**config.mk**
```make
export PLATFORM = sky130hd
export DESIGN_NAME = cuadrado_asm_flat
export DESIGN_NICKNAME = d
export VERILOG_FILES = /design/src/rtl/cuadrado_asm_if.sv /design/src/rtl/cuadrado_asm.sv /design/src/flat_wrapper.sv
export SDC_FILE = /design/constraint.sdc
export NUM_CORES = 1
export LEC_CHECK = 0
export ABC_CLOCK_PERIOD_IN_PS = 2900
export CAP_MARGIN = 20
export CORE_MARGIN = 8
export CORE_UTILIZATION = 30
export DETAILED_ROUTE_END_ITERATION = 8
export HOLD_SLACK_MARGIN = 0.05
export PLACE_DENSITY = 0.59
export SLEW_MARGIN = 20
export SYNTH_ARGS = -nofsm -noshare
export SYNTH_HDL_FRONTEND = slang
export SYNTH_SLANG_ARGS = --single-unit
```
**constraint.sdc**
```tcl
create_clock -name clk -period 2.9 [get_ports clk]
set_clock_uncertainty 0.15 [all_clocks]
set_input_delay 0.29 -clock clk [delete_from_list [all_inputs] [get_ports clk]]
set_output_delay 0.29 -clock clk [all_outputs]
set_load 0.01 [all_outputs]
```
**src/rtl/cuadrado_asm_if.sv**
```systemverilog
// Handshake bundle between the system controller and the shift-add squarer.
// The in_RR/out_ok pair exists only when SQR_VERIFY_EN is defined.
interface cuadrado_asm_if #(parameter int N = 8);
  logic           init;
  logic [N-1:0]   in_R;
  logic [2*N-1:0] out_P;
  logic           busy;
  logic           done;
`ifdef SQR_VERIFY_EN
  logic [2*N-1:0] in_RR;
  logic           out_ok;

  modport master (output init, in_R, in_RR, input out_P, busy, done, out_ok);
  modport slave  (input init, in_R, in_RR, output out_P, busy, done, out_ok);
`else
  modport master (output init, in_R, input out_P, busy, done);
  modport slave  (input init, in_R, output out_P, busy, done);
`endif
endinterface

```
**src/rtl/cuadrado_asm.sv**
```systemverilog
// Sequential shift-add squarer: N-bit root in, 2N-bit square out after N falling edges.
// Optional root check against a radicand is enabled by defining SQR_VERIFY_EN.
module cuadrado_asm #(
  parameter int N = 8
) (
  input  logic           clk,
  input  logic           rst_n,
  cuadrado_asm_if.slave  bus
);
  localparam int CW = (N > 1) ? $clog2(N) : 1;

  typedef enum logic [1:0] {IDLE, CALC, DONE} state_e;

  state_e         state_q, state_d;
  logic [2*N-1:0] a_q, a_d;
  logic [2*N-1:0] p_q, p_d;
  logic [N-1:0]   b_q, b_d;
  logic [CW-1:0]  cnt_q, cnt_d;
  logic           busy_q, busy_d;
  logic           done_q, done_d;
  logic [2*N-1:0] p_step;

  assign p_step = b_q[0] ? (p_q + a_q) : p_q;

`ifdef SQR_VERIFY_EN
  logic [N-1:0] r_q, r_d;
  logic         ok_q, ok_d;
  logic [2*N:0] lo, hi, rr;

  // One extra bit so P + 2R + 1 cannot wrap at the top of the range.
  assign lo = {1'b0, p_step};
  assign hi = lo + {{N{1'b0}}, r_q, 1'b0} + (2*N+1)'(1);
  assign rr = {1'b0, bus.in_RR};
`endif

  always_comb begin
    state_d = state_q;
    a_d     = a_q;
    b_d     = b_q;
    p_d     = p_q;
    cnt_d   = cnt_q;
    busy_d  = 1'b0;
    done_d  = 1'b0;
`ifdef SQR_VERIFY_EN
    r_d     = r_q;
    ok_d    = ok_q;
`endif
    case (state_q)
      IDLE: begin
        if (bus.init) begin
          a_d     = {{N{1'b0}}, bus.in_R};
          b_d     = bus.in_R;
          p_d     = '0;
          cnt_d   = '0;
          busy_d  = 1'b1;
          state_d = CALC;
`ifdef SQR_VERIFY_EN
          r_d     = bus.in_R;
          ok_d    = 1'b0;
`endif
        end
      end
      CALC: begin
        p_d   = p_step;
        a_d   = a_q << 1;
        b_d   = b_q >> 1;
        cnt_d = cnt_q + CW'(1);
        if (cnt_q == CW'(N-1)) begin
          done_d  = 1'b1;
          state_d = DONE;
`ifdef SQR_VERIFY_EN
          ok_d    = (lo <= rr) && (rr < hi);
`endif
        end else begin
          busy_d  = 1'b1;
        end
      end
      DONE:    state_d = IDLE;
      default: state_d = IDLE;
    endcase
  end

  // The root datapath updates on the falling edge; this block follows it.
  always_ff @(negedge clk) begin
    if (!rst_n) begin
      state_q <= IDLE;
      a_q     <= '0;
      b_q     <= '0;
      p_q     <= '0;
      cnt_q   <= '0;
      busy_q  <= 1'b0;
      done_q  <= 1'b0;
`ifdef SQR_VERIFY_EN
      r_q     <= '0;
      ok_q    <= 1'b0;
`endif
    end else begin
      state_q <= state_d;
      a_q     <= a_d;
      b_q     <= b_d;
      p_q     <= p_d;
      cnt_q   <= cnt_d;
      busy_q  <= busy_d;
      done_q  <= done_d;
`ifdef SQR_VERIFY_EN
      r_q     <= r_d;
      ok_q    <= ok_d;
`endif
    end
  end

  assign bus.out_P = p_q;
  assign bus.busy  = busy_q;
  assign bus.done  = done_q;
`ifdef SQR_VERIFY_EN
  assign bus.out_ok = ok_q;
`endif
endmodule

```
**src/flat_wrapper.sv**
```systemverilog
// flat-port wrapper written by rule: the top's interface ports become plain ports
module cuadrado_asm_flat 
#(
  parameter int N = 8
)
  (clk, rst_n, bus_init, bus_in_R, bus_out_P, bus_busy, bus_done);
  cuadrado_asm_if #(.N(N)) bus_i ();
  input  logic clk;
  input  logic rst_n;
  input wire logic [$bits(bus_i.init)-1:0] bus_init;
  input wire logic [$bits(bus_i.in_R)-1:0] bus_in_R;
  output wire logic [$bits(bus_i.out_P)-1:0] bus_out_P;
  output wire logic [$bits(bus_i.busy)-1:0] bus_busy;
  output wire logic [$bits(bus_i.done)-1:0] bus_done;
  assign bus_i.init = bus_init;
  assign bus_i.in_R = bus_in_R;
  assign bus_out_P = bus_i.out_P;
  assign bus_busy = bus_i.busy;
  assign bus_done = bus_i.done;
  cuadrado_asm #(.N(N)) u_core (.clk(clk), .rst_n(rst_n), .bus(bus_i));
endmodule
```
==> results of run 1 <==
layer usage:
layer,part of all wire (%),wire length (um)
met4,1.3,73
met2,46,2570
met3,4.0,224
met1,48,2690
met5,0,0
state kept, by name, summed over array words and instances, names as in the netlist:
signal / count
u_core.a_q: 16
u_core.bus.out_P: 16
u_core.b_q: 8
u_core.cnt_q: 3
u_core.state_q: 2
u_core.bus.busy: 1
u_core.bus.done: 1
area by class of cell:
class	count	area (um2)
Tap cell	105	131
Timing Repair Buffer	39	299
Sequential cell	47	943
Fill cell	859	4960
Multi-Input combinational cell	215	1400
Inverter	6	22.5
Clock inverter	50	219
Clock buffer	5	68.8
synth_stat cells, types with 2 or more instances:
library cell	count	area, um2
sky130_fd_sc_hd__dfxtp_1	47	941
sky130_fd_sc_hd__nand2_1	34	128
sky130_fd_sc_hd__a21oi_1	22	110
sky130_fd_sc_hd__nor2b_1	21	131
sky130_fd_sc_hd__ha_1	17	213
sky130_fd_sc_hd__o21ai_0	16	80.1
sky130_fd_sc_hd__a22oi_1	15	113
sky130_fd_sc_hd__o21ai_1	15	75.1
sky130_fd_sc_hd__nor2_1	13	48.8
sky130_fd_sc_hd__clkbuf_1	12	45.0
sky130_fd_sc_hd__a31oi_1	7	43.8
sky130_fd_sc_hd__inv_1	7	26.3
sky130_fd_sc_hd__xor2_1	7	61.3
sky130_fd_sc_hd__xnor2_1	5	43.8
sky130_fd_sc_hd__a21o_1	4	30.0
sky130_fd_sc_hd__and3_1	4	25.0
sky130_fd_sc_hd__buf_2	4	20.0
sky130_fd_sc_hd__nand2b_1	4	25.0
sky130_fd_sc_hd__a211oi_1	2	15.0
sky130_fd_sc_hd__a32oi_1	2	17.5
sky130_fd_sc_hd__and2_1	2	12.5
sky130_fd_sc_hd__nand4_1	2	12.5
sky130_fd_sc_hd__o21bai_1	2	15.0
sky130_fd_sc_hd__o221a_2	2	22.5
worst max path at each step:
stage                   startpoint                    to  slack [ns]  depth (start not counted)
2_1_floorplan             bus_init  u_core.bus.out_P[15]        0.03                          7
3_3_place_gp              bus_init  u_core.bus.out_P[15]       -0.43                          6
3_5_place_dp              bus_init  u_core.bus.out_P[15]       -0.45                          6
4_1_cts        u_core.bus.out_P[1]          bus_out_P[1]      0.0007                          1
5_1_grt        u_core.bus.out_P[0]          bus_out_P[0]       0.003                          1
6_report       u_core.bus.out_P[0]          bus_out_P[0]        0.05                          1
per-stage QoR:
| step | power [mW] | setup TNS [ns] | setup WS, ns |
|---|---|---|---|
| after floorplan | 0.904 | 0 | 0.0291 |
| after global placement | 0.958 | -14.74 | -0.430 |
| after detailed placement | 0.960 | -15.29 | -0.451 |
| after CTS | 1.62 | 0 | 0.000730 |
| after global routing | 1.71 | 0 | 0.00271 |
| final | 1.57 | 0 | 0.0505 |
logic make-up after synthesis:
kind of cell / share of synthesized area, %
fa+ha+maj: 9.57
compound gates: 25.4
simple gates: 17.9
flops: 38.7
mux: 0.412
buf+inv: 3.76
xor+xnor: 4.32
what timing repair did:
item | CTS | global route
endpoints found under the setup margin | 30 | 14
pin swaps | 0 | 0
resized for setup | 37 | 15
power groups by stage:
stage | Sequential (mW) | Clock (mW) | Combinational, mW
floorplan | 0.698 | 0.101 | 0.106
global placement | 0.704 | 0.101 | 0.153
finish | 0.695 | 0.726 | 0.153
CTS | 0.694 | 0.769 | 0.155
global route | 0.696 | 0.844 | 0.173
detailed placement | 0.704 | 0.101 | 0.155
==> impl_metrics.prom, run 1 <==
# TYPE chip_impl_metric gauge
chip_impl_metric{name="ios",unit=""} 29
chip_impl_metric{name="worst-path-max-fanout",unit=""} 3
chip_impl_metric{name="drtPass1Iterations",unit=""} 5
chip_impl_metric{name="max_stage_delay",unit="ns"} 0.35
chip_impl_metric{name="p_clk_share",unit="%"} 46.1
chip_impl_metric{name="synth_enable_flop_cells",unit=""} 0
chip_impl_metric{name="met1_grt_util",unit="%"} 11.8
chip_impl_info{name="critical_path.endpoint_type",value="output pin"} 1
chip_impl_info{name="ordered_list_of_cells_on_the_worst_path",value="clkdlybuf4s15_1"} 1
chip_impl_info{name="synth_top_flop_cell",value="sky130_fd_sc_hd__dfxtp_1"} 1
chip_impl_metric{name="grtUsageTotal",unit="%"} 10.1
chip_impl_metric{name="share_of_power_burned_in_registers",unit="%"} 44.2
chip_impl_metric{name="worst_hold_slack",unit="ns"} 0.314
chip_impl_metric{name="final_design_area_excluding_fillers",unit="um2"} 3090
chip_impl_metric{name="numCtsBuffers",unit=""} 5
chip_impl_metric{name="drive_gt1_share",unit="%"} 12.2
chip_impl_metric{name="initial_utilization",unit="%"} 30.2
chip_impl_metric{name="ff2ff_path_depth",unit=""} 10
chip_impl_metric{name="route.final.wire_length",unit="um"} 5550
chip_impl_metric{name="syn_to_final_growth",unit="%"} 27.0
chip_impl_metric{name="gr-usage-met2",unit="%"} 15.2
chip_impl_metric{name="power.internal",unit="mW"} 1.09
chip_impl_metric{name="final_slew_violations",unit=""} 0
chip_impl_metric{name="clock-sinks",unit=""} 47
chip_impl_metric{name="routabilityCongestion",unit=""} 0.800
chip_impl_info{name="crit-reg2reg-launch",value="u_core.a_q[0]"} 1
chip_impl_metric{name="dp_hpwl",unit="um"} 4020
chip_impl_info{name="run_status",value="complete, no violations"} 1
chip_impl_info{name="cts_tree",value="built"} 1
chip_impl_metric{name="insertion_delay_of_the_later_clocked_pin_in_the_worst_skew_pair",unit="ns"} 0.37
chip_impl_metric{name="grt_first_pass_wirelength",unit="um"} 9660
chip_impl_metric{name="remaining_drc_errors",unit=""} 0
chip_impl_metric{name="syn-mean-instance-area",unit="um2"} 8.53
chip_impl_metric{name="fp.dieH",unit="um"} 106
chip_impl_metric{name="first_global_vias",unit=""} 2259
chip_impl_info{name="grt-busiest-layer",value="met2"} 1
chip_impl_metric{name="route.detailed.vias_per_inst",unit=""} 4.76
chip_impl_metric{name="ir_drop",unit="uV"} 264
chip_impl_metric{name="wire_per_inst",unit="um"} 11.9
chip_impl_metric{name="syn_inst",unit=""} 285
chip_impl_info{name="final_cell_mix",value="54 x sky130_fd_sc_hd__inv_1, 45 x sky130_fd_sc_hd__dfxtp_1, 34 x sky130_fd_sc_hd__nand2_1"} 1
chip_impl_metric{name="drv.max_cap_violation_count",unit=""} 0
chip_impl_metric{name="cts_max_path_buffers",unit=""} 2
chip_impl_metric{name="grt_start_max_net_pins",unit=""} 26
chip_impl_info{name="cts-root-buf",value="sky130_fd_sc_hd__clkbuf_8"} 1
chip_impl_metric{name="hold_depth",unit=""} 2
chip_impl_metric{name="finalHoldViolCount",unit=""} 0
chip_impl_metric{name="drt_first_iter_violations",unit=""} 81
chip_impl_metric{name="cp.buffers_inverters",unit=""} 1
chip_impl_metric{name="worst_slew_pin_slew",unit="ns"} 0.380
chip_impl_metric{name="synth-seq-cells",unit=""} 47
chip_impl_metric{name="die_area",unit="um2"} 11200
chip_impl_metric{name="synth_fp_nets",unit=""} 314
chip_impl_info{name="rsz_0062_raised_after_global_routing",value="false"} 1
chip_impl_metric{name="p_comb_share",unit="%"} 9.7
chip_impl_metric{name="groute.layer.met3.usage",unit="%"} 4.36
chip_impl_metric{name="grt.overflow.total",unit=""} 0
chip_impl_info{name="worst_setup_path_start_kind",value="flip-flop"} 1
chip_impl_metric{name="placedInstanceArea",unit="um2"} 2860
chip_impl_metric{name="synth.lib_cells_used.distinct",unit=""} 43
chip_impl_metric{name="crit_required",unit="ns"} 2.46
chip_impl_metric{name="static_leakage",unit="nW"} 1.45
chip_impl_metric{name="synthArstFlopShare",unit="%"} 0
chip_impl_info{name="source_of_the_worst_hold_timing_path",value="u_core.b_q[5]"} 1
chip_impl_info{name="reg2reg_to",value="u_core.bus.out_P[12]"} 1
chip_impl_metric{name="setup_viols_final",unit=""} 0
chip_impl_metric{name="hold_buffers",unit=""} 0
chip_impl_metric{name="power.net_switching",unit="uW"} 488
chip_impl_info{name="critPathKind",value="flip-flop to output pin"} 1
chip_impl_info{name="hold_path_class",value="flip-flop to flip-flop"} 1
chip_impl_metric{name="rrSetupSlack",unit="ns"} 0.45
chip_impl_metric{name="power_density",unit="nW/um2"} 510
chip_impl_info{name="timing.critical_path.max_delay_family",value="flip-flops"} 1
chip_impl_metric{name="die_w",unit="um"} 106
chip_impl_metric{name="layout.core_utilization",unit="%"} 38.4
chip_impl_metric{name="design.final.nets",unit=""} 390
chip_impl_metric{name="max_slew_margin",unit="%"} 74.7
chip_impl_metric{name="via_count",unit=""} 2223
chip_impl_metric{name="htree_num_levels",unit=""} 2
chip_impl_metric{name="post-cts-setup-buffer-count",unit=""} 0
chip_impl_metric{name="final_cells",unit=""} 467
chip_impl_metric{name="switching_share_of_power",unit="%"} 31.0
chip_impl_metric{name="post_synth_instance_area",unit="um2"} 2430
chip_impl_metric{name="placement.io_buffers",unit=""} 28
chip_impl_info{name="cpMaxStageDelayCell",value="sky130_fd_sc_hd__dfxtp_1"} 1
chip_impl_metric{name="ant_nets",unit=""} 0
chip_impl_metric{name="insertedDiodeCount",unit=""} 0
chip_impl_metric{name="cts.reportedPaths.clkPinSlew",unit="ns"} 0.04
chip_impl_metric{name="critical_path_arrival",unit="ns"} 2.41
chip_impl_metric{name="number_of_antenna_violations_at_the_first_check_in_global_routing",unit=""} 0
chip_impl_metric{name="synth_sequential_area_ratio",unit="%"} 38.7
chip_impl_info{name="timing.hold.worst_endpoint",value="u_core.b_q[4]"} 1
chip_impl_metric{name="design.core.area",unit="um2"} 8050
chip_impl_metric{name="ys.warnings.count",unit=""} 0
chip_impl_metric{name="place.detailed.instances",unit=""} 413
chip_impl_metric{name="placementRows",unit=""} 33
chip_impl_info{name="layout.cells.most_common",value="sky130_fd_sc_hd__inv_1"} 1
No activity file was read; power rests on OpenSTA's default activity.
==> run 2: changes to the inputs <==
- MAX_ROUTING_LAYER: unset -> met4
==> run 2 against run 1 <==
Sequential power barely moved. Non-clock buffer count did not move. Total power barely moved. Combinational power barely moved. Via count barely moved. Critical path depth did not move. Sequential share of layout area did not move. Clock-buffer cell count did not move. Cell area did not move. Setup slack got worse by 0.00056 ns. Critical path type unchanged. Largest cell class unchanged.
==> impl_metrics.prom, run 2 (synthesis gave the netlist of run 1 again) <==
# TYPE chip_impl_metric gauge
chip_impl_info{name="run_status",value="complete, no violations"} 1
chip_impl_metric{name="routabilityCongestion",unit=""} 0.811
chip_impl_metric{name="post-cts-setup-buffer-count",unit=""} 0
chip_impl_metric{name="ir_drop",unit="uV"} 264
chip_impl_metric{name="route.detailed.vias_per_inst",unit=""} 4.76
chip_impl_info{name="critical_path.endpoint_type",value="output pin"} 1
chip_impl_info{name="cts_tree",value="built"} 1
chip_impl_metric{name="numCtsBuffers",unit=""} 5
chip_impl_metric{name="first_global_vias",unit=""} 2262
chip_impl_info{name="timing.critical_path.max_delay_family",value="flip-flops"} 1
chip_impl_metric{name="cp.buffers_inverters",unit=""} 1
chip_impl_info{name="layout.cells.most_common",value="sky130_fd_sc_hd__inv_1"} 1
chip_impl_metric{name="summed_negative_setup_slack_over_all_endpoints",unit="ns"} 0
chip_impl_metric{name="rrSetupSlack",unit="ns"} 0.45
chip_impl_metric{name="ios",unit=""} 29
chip_impl_metric{name="die_area",unit="um2"} 11200
chip_impl_metric{name="grtUsageTotal",unit="%"} 10.4
chip_impl_info{name="final_cell_mix",value="54 x sky130_fd_sc_hd__inv_1, 45 x sky130_fd_sc_hd__dfxtp_1, 34 x sky130_fd_sc_hd__nand2_1"} 1
chip_impl_info{name="cts-root-buf",value="sky130_fd_sc_hd__clkbuf_8"} 1
chip_impl_metric{name="via_count",unit=""} 2222
chip_impl_metric{name="grt_first_pass_wirelength",unit="um"} 9660
chip_impl_metric{name="cts.reportedPaths.clkPinSlew",unit="ns"} 0.04
chip_impl_metric{name="drtPass1Iterations",unit=""} 5
chip_impl_metric{name="finalHoldViolCount",unit=""} 0
chip_impl_metric{name="wire_per_inst",unit="um"} 11.9
chip_impl_metric{name="grt.overflow.total",unit=""} 0
chip_impl_metric{name="insertedDiodeCount",unit=""} 0
chip_impl_info{name="worst_setup_path_start_kind",value="flip-flop"} 1
chip_impl_metric{name="remaining_drc_errors",unit=""} 0
chip_impl_metric{name="setup_slack_placement",unit="ns"} -0.451
chip_impl_metric{name="syn_to_final_growth",unit="%"} 27.0
chip_impl_metric{name="layout.core_utilization",unit="%"} 38.4
chip_impl_metric{name="htree_num_levels",unit=""} 2
chip_impl_info{name="hold_path_class",value="flip-flop to flip-flop"} 1
chip_impl_metric{name="fin_ws",unit="ns"} 0.0500
chip_impl_metric{name="design.final.nets",unit=""} 390
chip_impl_metric{name="grt_start_max_net_pins",unit=""} 26
chip_impl_info{name="cpMaxStageDelayCell",value="sky130_fd_sc_hd__dfxtp_1"} 1
chip_impl_metric{name="worst-path-max-fanout",unit=""} 3
chip_impl_metric{name="clock-sinks",unit=""} 47
chip_impl_metric{name="initial_utilization",unit="%"} 30.2
chip_impl_metric{name="die_w",unit="um"} 106
chip_impl_metric{name="critical_path_arrival",unit="ns"} 2.41
chip_impl_info{name="rsz_0062_raised_after_global_routing",value="false"} 1
chip_impl_metric{name="crit_required",unit="ns"} 2.46
chip_impl_metric{name="placementRows",unit=""} 33
chip_impl_metric{name="final_slew_violations",unit=""} 0
chip_impl_metric{name="cts_max_path_buffers",unit=""} 2
chip_impl_info{name="ordered_list_of_cells_on_the_worst_path",value="clkdlybuf4s15_1"} 1
chip_impl_metric{name="drt_first_iter_violations",unit=""} 110
chip_impl_metric{name="placement.io_buffers",unit=""} 28
chip_impl_metric{name="static_leakage",unit="nW"} 1.45
chip_impl_metric{name="setup_viols_final",unit=""} 0
chip_impl_metric{name="max_stage_delay",unit="ns"} 0.35
chip_impl_metric{name="ant_nets",unit=""} 0
chip_impl_metric{name="drive_gt1_share",unit="%"} 12.2
chip_impl_metric{name="design.core.area",unit="um2"} 8050
chip_impl_metric{name="dp_hpwl",unit="um"} 4020
chip_impl_metric{name="power_density",unit="nW/um2"} 510
chip_impl_metric{name="max_slew_margin",unit="%"} 75.2
chip_impl_metric{name="number_of_antenna_violations_at_the_first_check_in_global_routing",unit=""} 0
chip_impl_metric{name="route.final.wire_length",unit="um"} 5560
chip_impl_metric{name="worst_slew_pin_slew",unit="ns"} 0.373
chip_impl_info{name="critPathKind",value="flip-flop to output pin"} 1
chip_impl_metric{name="insertion_delay_of_the_later_clocked_pin_in_the_worst_skew_pair",unit="ns"} 0.37
chip_impl_metric{name="fillCellCount",unit=""} 859
chip_impl_metric{name="drv.max_cap_violation_count",unit=""} 0
chip_impl_metric{name="fp.dieH",unit="um"} 106
-- run 2: cell counts in the layout (fill, tap and decap cells not counted) --
Identical to the previous run, type by type.
-- run 2: final cells by class --
class                      count  area [um2]  area share [%]
multi-input combinational    215        1400            45.5
sequential                    47         943            30.6
timing repair buffer          39         299            9.68
clock inverter                50         219            7.09
tap                          105         131            4.25
clock buffer                   5        68.8            2.23
inverter                       6        22.5           0.729
-- run 2: where the power goes --
| part | switching (mW) | internal [mW] |
|---|---|---|
| Combinational | 0.0824 | 0.0705 |
| Sequential | 0.0193 | 0.675 |
| Clock | 0.387 | 0.340 |
| Total | 0.489 | 1.09 |
-- run 2: worst paths after layout --
| kind | cells past startpoint | start | end |
|---|---|---|---|
| worst max-delay path | 1 | u_core.bus.out_P[0] | bus_out_P[0] |
| worst min-delay path | 2 | u_core.b_q[5] | u_core.b_q[4] |
| worst max register to register | 10 | u_core.a_q[0] | u_core.bus.out_P[12] |
| worst min register to register | 2 | u_core.b_q[5] | u_core.b_q[4] |
-- run 2: timing repair --
action                                  4_1_cts  5_1_grt
hold buffers                                  0        0
cloned                                        0        0
gates resized for setup                      37       15
endpoints found under the setup margin       30       14
-- run 2: worst min-delay path, stage by stage, from the launching register on --
cell                      delay [ns]
sky130_fd_sc_hd__dfxtp_1        0.30
sky130_fd_sc_hd__nand2_1        0.05
sky130_fd_sc_hd__a31oi_1        0.07
-- run 2: metrics by stage --
| step | power, mW | hold WS, ns | std cells | area, um2 |
|---|---|---|---|---|
| 2_1_floorplan | 0.904 | 0.298 | 285 | 2430 |
| 3_3_place_gp | 0.958 | 0.311 | 413 | 2860 |
| 3_5_place_dp | 0.960 | 0.316 | 413 | 2860 |
| 4_1_cts | 1.62 | 0.316 | 467 | 3140 |
| 5_1_grt | 1.71 | 0.342 | 467 | 3090 |
| 6_report | 1.57 | 0.312 | 467 | 3090 |
-- run 2: metal layers --
metal  part of all wire (%)  vias up  GRT usage (%)
li1                       -     1161              -
met1                     49     1014           11.8
met2                     46       43           15.2
met3                    3.9        4           4.30
met4                    1.1        0           5.93
met5                      0        -              -
==> edit (settings of run 2) <==
`N` is set to 8 in 3 places; all go to 16.
--- a/src/rtl/cuadrado_asm_if.sv
+++ b/src/rtl/cuadrado_asm_if.sv
@@ -1,5 +1,5 @@
 // Handshake bundle between the system controller and the shift-add squarer.
 // The in_RR/out_ok pair exists only when SQR_VERIFY_EN is defined.
-interface cuadrado_asm_if #(parameter int N = 8);
+interface cuadrado_asm_if #(parameter int N = 16);
   logic           init;
   logic [N-1:0]   in_R;
--- a/src/rtl/cuadrado_asm.sv
+++ b/src/rtl/cuadrado_asm.sv
@@ -2,5 +2,5 @@
 // Optional root check against a radicand is enabled by defining SQR_VERIFY_EN.
 module cuadrado_asm #(
-  parameter int N = 8
+  parameter int N = 16
 ) (
   input  logic           clk,
--- a/src/flat_wrapper.sv
+++ b/src/flat_wrapper.sv
@@ -2,5 +2,5 @@
 module cuadrado_asm_flat 
 #(
-  parameter int N = 8
+  parameter int N = 16
 )
   (clk, rst_n, bus_init, bus_in_R, bus_out_P, bus_busy, bus_done);
Ports: changed (resized bus_in_R and bus_out_P); port bits go from 29 to 53. No check against the original RTL was run, so the function may have changed too.
==> edit against run 2 <==
- die area rose by 89%
- synthesized area is 110% higher
- worst setup slack worse by 15 ps
- core utilization grew 1.2 points
- non-clock buffer count up 41
- wire length increased to 2.6 times the old value
- synthesized cell count rose by 110%
- combinational power is 110% higher
- cell area increased by 110%
- clock power grew 120%
- sequential cell count increased by 41
- power is 100% higher
- critical path type unchanged
- largest power group unchanged
==> edit: results (changes against run 2) <==
Worst setup path
  – Worst Path Arrival: 2420 ps
  – Slowest stage cell, crit path: dfxtp_2
  – CP Max Fanout: 2 (-1)
  – Worst path top cell family by delay: flip-flops
  – Crit path largest cell delay: 340 ps

Place
  – I/O Buffers: 52 (+86%)
  – DP HPWL: 10.26 mm (+160%)
  – Dpl cells: 867 (+110%)
  – Post-DP Area: 5991 µm² (+110%)
  – Routability congestion estimate: 0.9068 (+12%)
  – Dpl ws: -553.9 ps (-102.4 ps)

Synthesis
  – Syn. warnings: 0 (unchanged)
  – Mean Syn Cell Area: 8.397 µm² (-1.6%)
  – Async SR Flop Fraction: 0 (unchanged)
  – Syn Nets: 654 (+110%)
  – Post-synthesis sequential area ratio: 0.3485 (-0.03852)
  – Commonest cells in the netlist: 88 x dfxtp_1, 64 x nand2_1, 58 x a21oi_1
  – Synth top area cells: dfxtp_1 35%, ha_1 7.9%, a21oi_1 5.7%
  – Post-synthesis cell type count: 65 (+51%)

Power
  – Peak VDD IR: 0.3761 mV (+43%)
  – Pleak: 2.995 nW (+110%)

GRT
  – Global-route usage over all layers: 0.1413 (+0.03714)
  – Largest net degree at the start of global routing: 56 (+120%)
  – First-pass GRT wire length: 24.14 mm (+150%)
  – Initial antenna violation count: 0 (unchanged)
  – Vias in the first global route: 5275 (+130%)

Drt
  – Wirelength per Cell: 14.99 µm (+26%)
  – Iteration-0 DRC Markers: 320 (+190%)
  – Drt total wl: 14.53 mm (+160%)
  – Vias per std cell: 5.207 (+9.4%)
  – DRT Pass-1 Iters: 5 (unchanged)

STA
  – Sum Neg Setup Slack: 0 ps (unchanged)
  – Slew Limit Headroom: 0.6204 (-0.1312)

Clock tree
  – CTS buffer count: 9 (+4)
  – Clk_lat worst skew: 420 ps (+50 ps)
  – Longest Clk Path Bufs: 2 (unchanged)
  – Root buf cell: clkbuf_16
  – H-tree levels: 3 (+1)
  – Clock slew at reported path FFs: 30 ps
  – Setup Fix Bufs, Post-CTS: 0 (unchanged)

Finish
  – Share of layout cells above drive strength 1: 0.1615 (+0.04000)
  – Nets: 797 (+100%)
  – Ant. Diodes: 0 (unchanged)

Min path
  – Hold Path Class: reg2reg

Status
  – Status: finished clean
==> edit: cell types whose count changed in the layout (fill, tap and decap cells not counted), sizes merged, moves of 16 or more <==
cell / delta
o21ai: +27
nand2: +29
nor2b: +16
a22oi: +17
dfxtp: +41
inv: +51
a21oi: +36
buf: +38
==> edit: final cells by class <==
type	count	area, µm²
tap	220	275.3
multi-input combinational	465	3166
sequential	88	1794
clock inverter	94	370.4
inverter	13	48.80
clock buffer	9	225.2
timing repair buffer	80	649.4
fill	1642	9996
==> edit: cells by family after synthesis <==
logic type | count (synthesis) | share of synthesized area
flops | 88 | 0.3485
xor+xnor | 23 | 0.03985
fa+ha+maj | 33 | 0.08317
simple gates | 172 | 0.1733
buf+inv | 49 | 0.03812
compound gates | 237 | 0.3171
==> edit: final timing paths <==
path / start / endpoint / slack [ps] / depth (start not counted)
hold / removal: u_core.bus.out_P[27] / u_core.bus.out_P[27] / 310 / 2
hold reg to reg: u_core.bus.out_P[27] / u_core.bus.out_P[27] / 310 / 2
setup / recovery: u_core.bus.out_P[10] / bus_out_P[10] / 40 / 1
setup reg to reg: u_core.bus.out_P[1] / u_core.bus.out_P[21] / 160 / 9
==> edit: timing repair <==
action,CTS,global route
setup endpoints to repair,69,23
hold buffers,0,0
pin swaps,0,1
gates resized for setup,123,21
==> edit: power breakdown <==
group / internal [mW] / switching, mW / total (mW)
Sequential: 1.26 / 0.0397 / 1.30
Clock: 0.741 / 0.836 / 1.58
Combinational: 0.128 / 0.185 / 0.314
==> edit: per-layer routing <==
layer | GRT usage | vias up | wire length, µm
met3 | 0.05224 | 26 | 575
met5 | - | - | 0
met2 | 0.2214 | 120 | 6826
met4 | 0.08589 | 0 | 395
met1 | 0.1504 | 2395 | 6729
li1 | - | 2505 | -
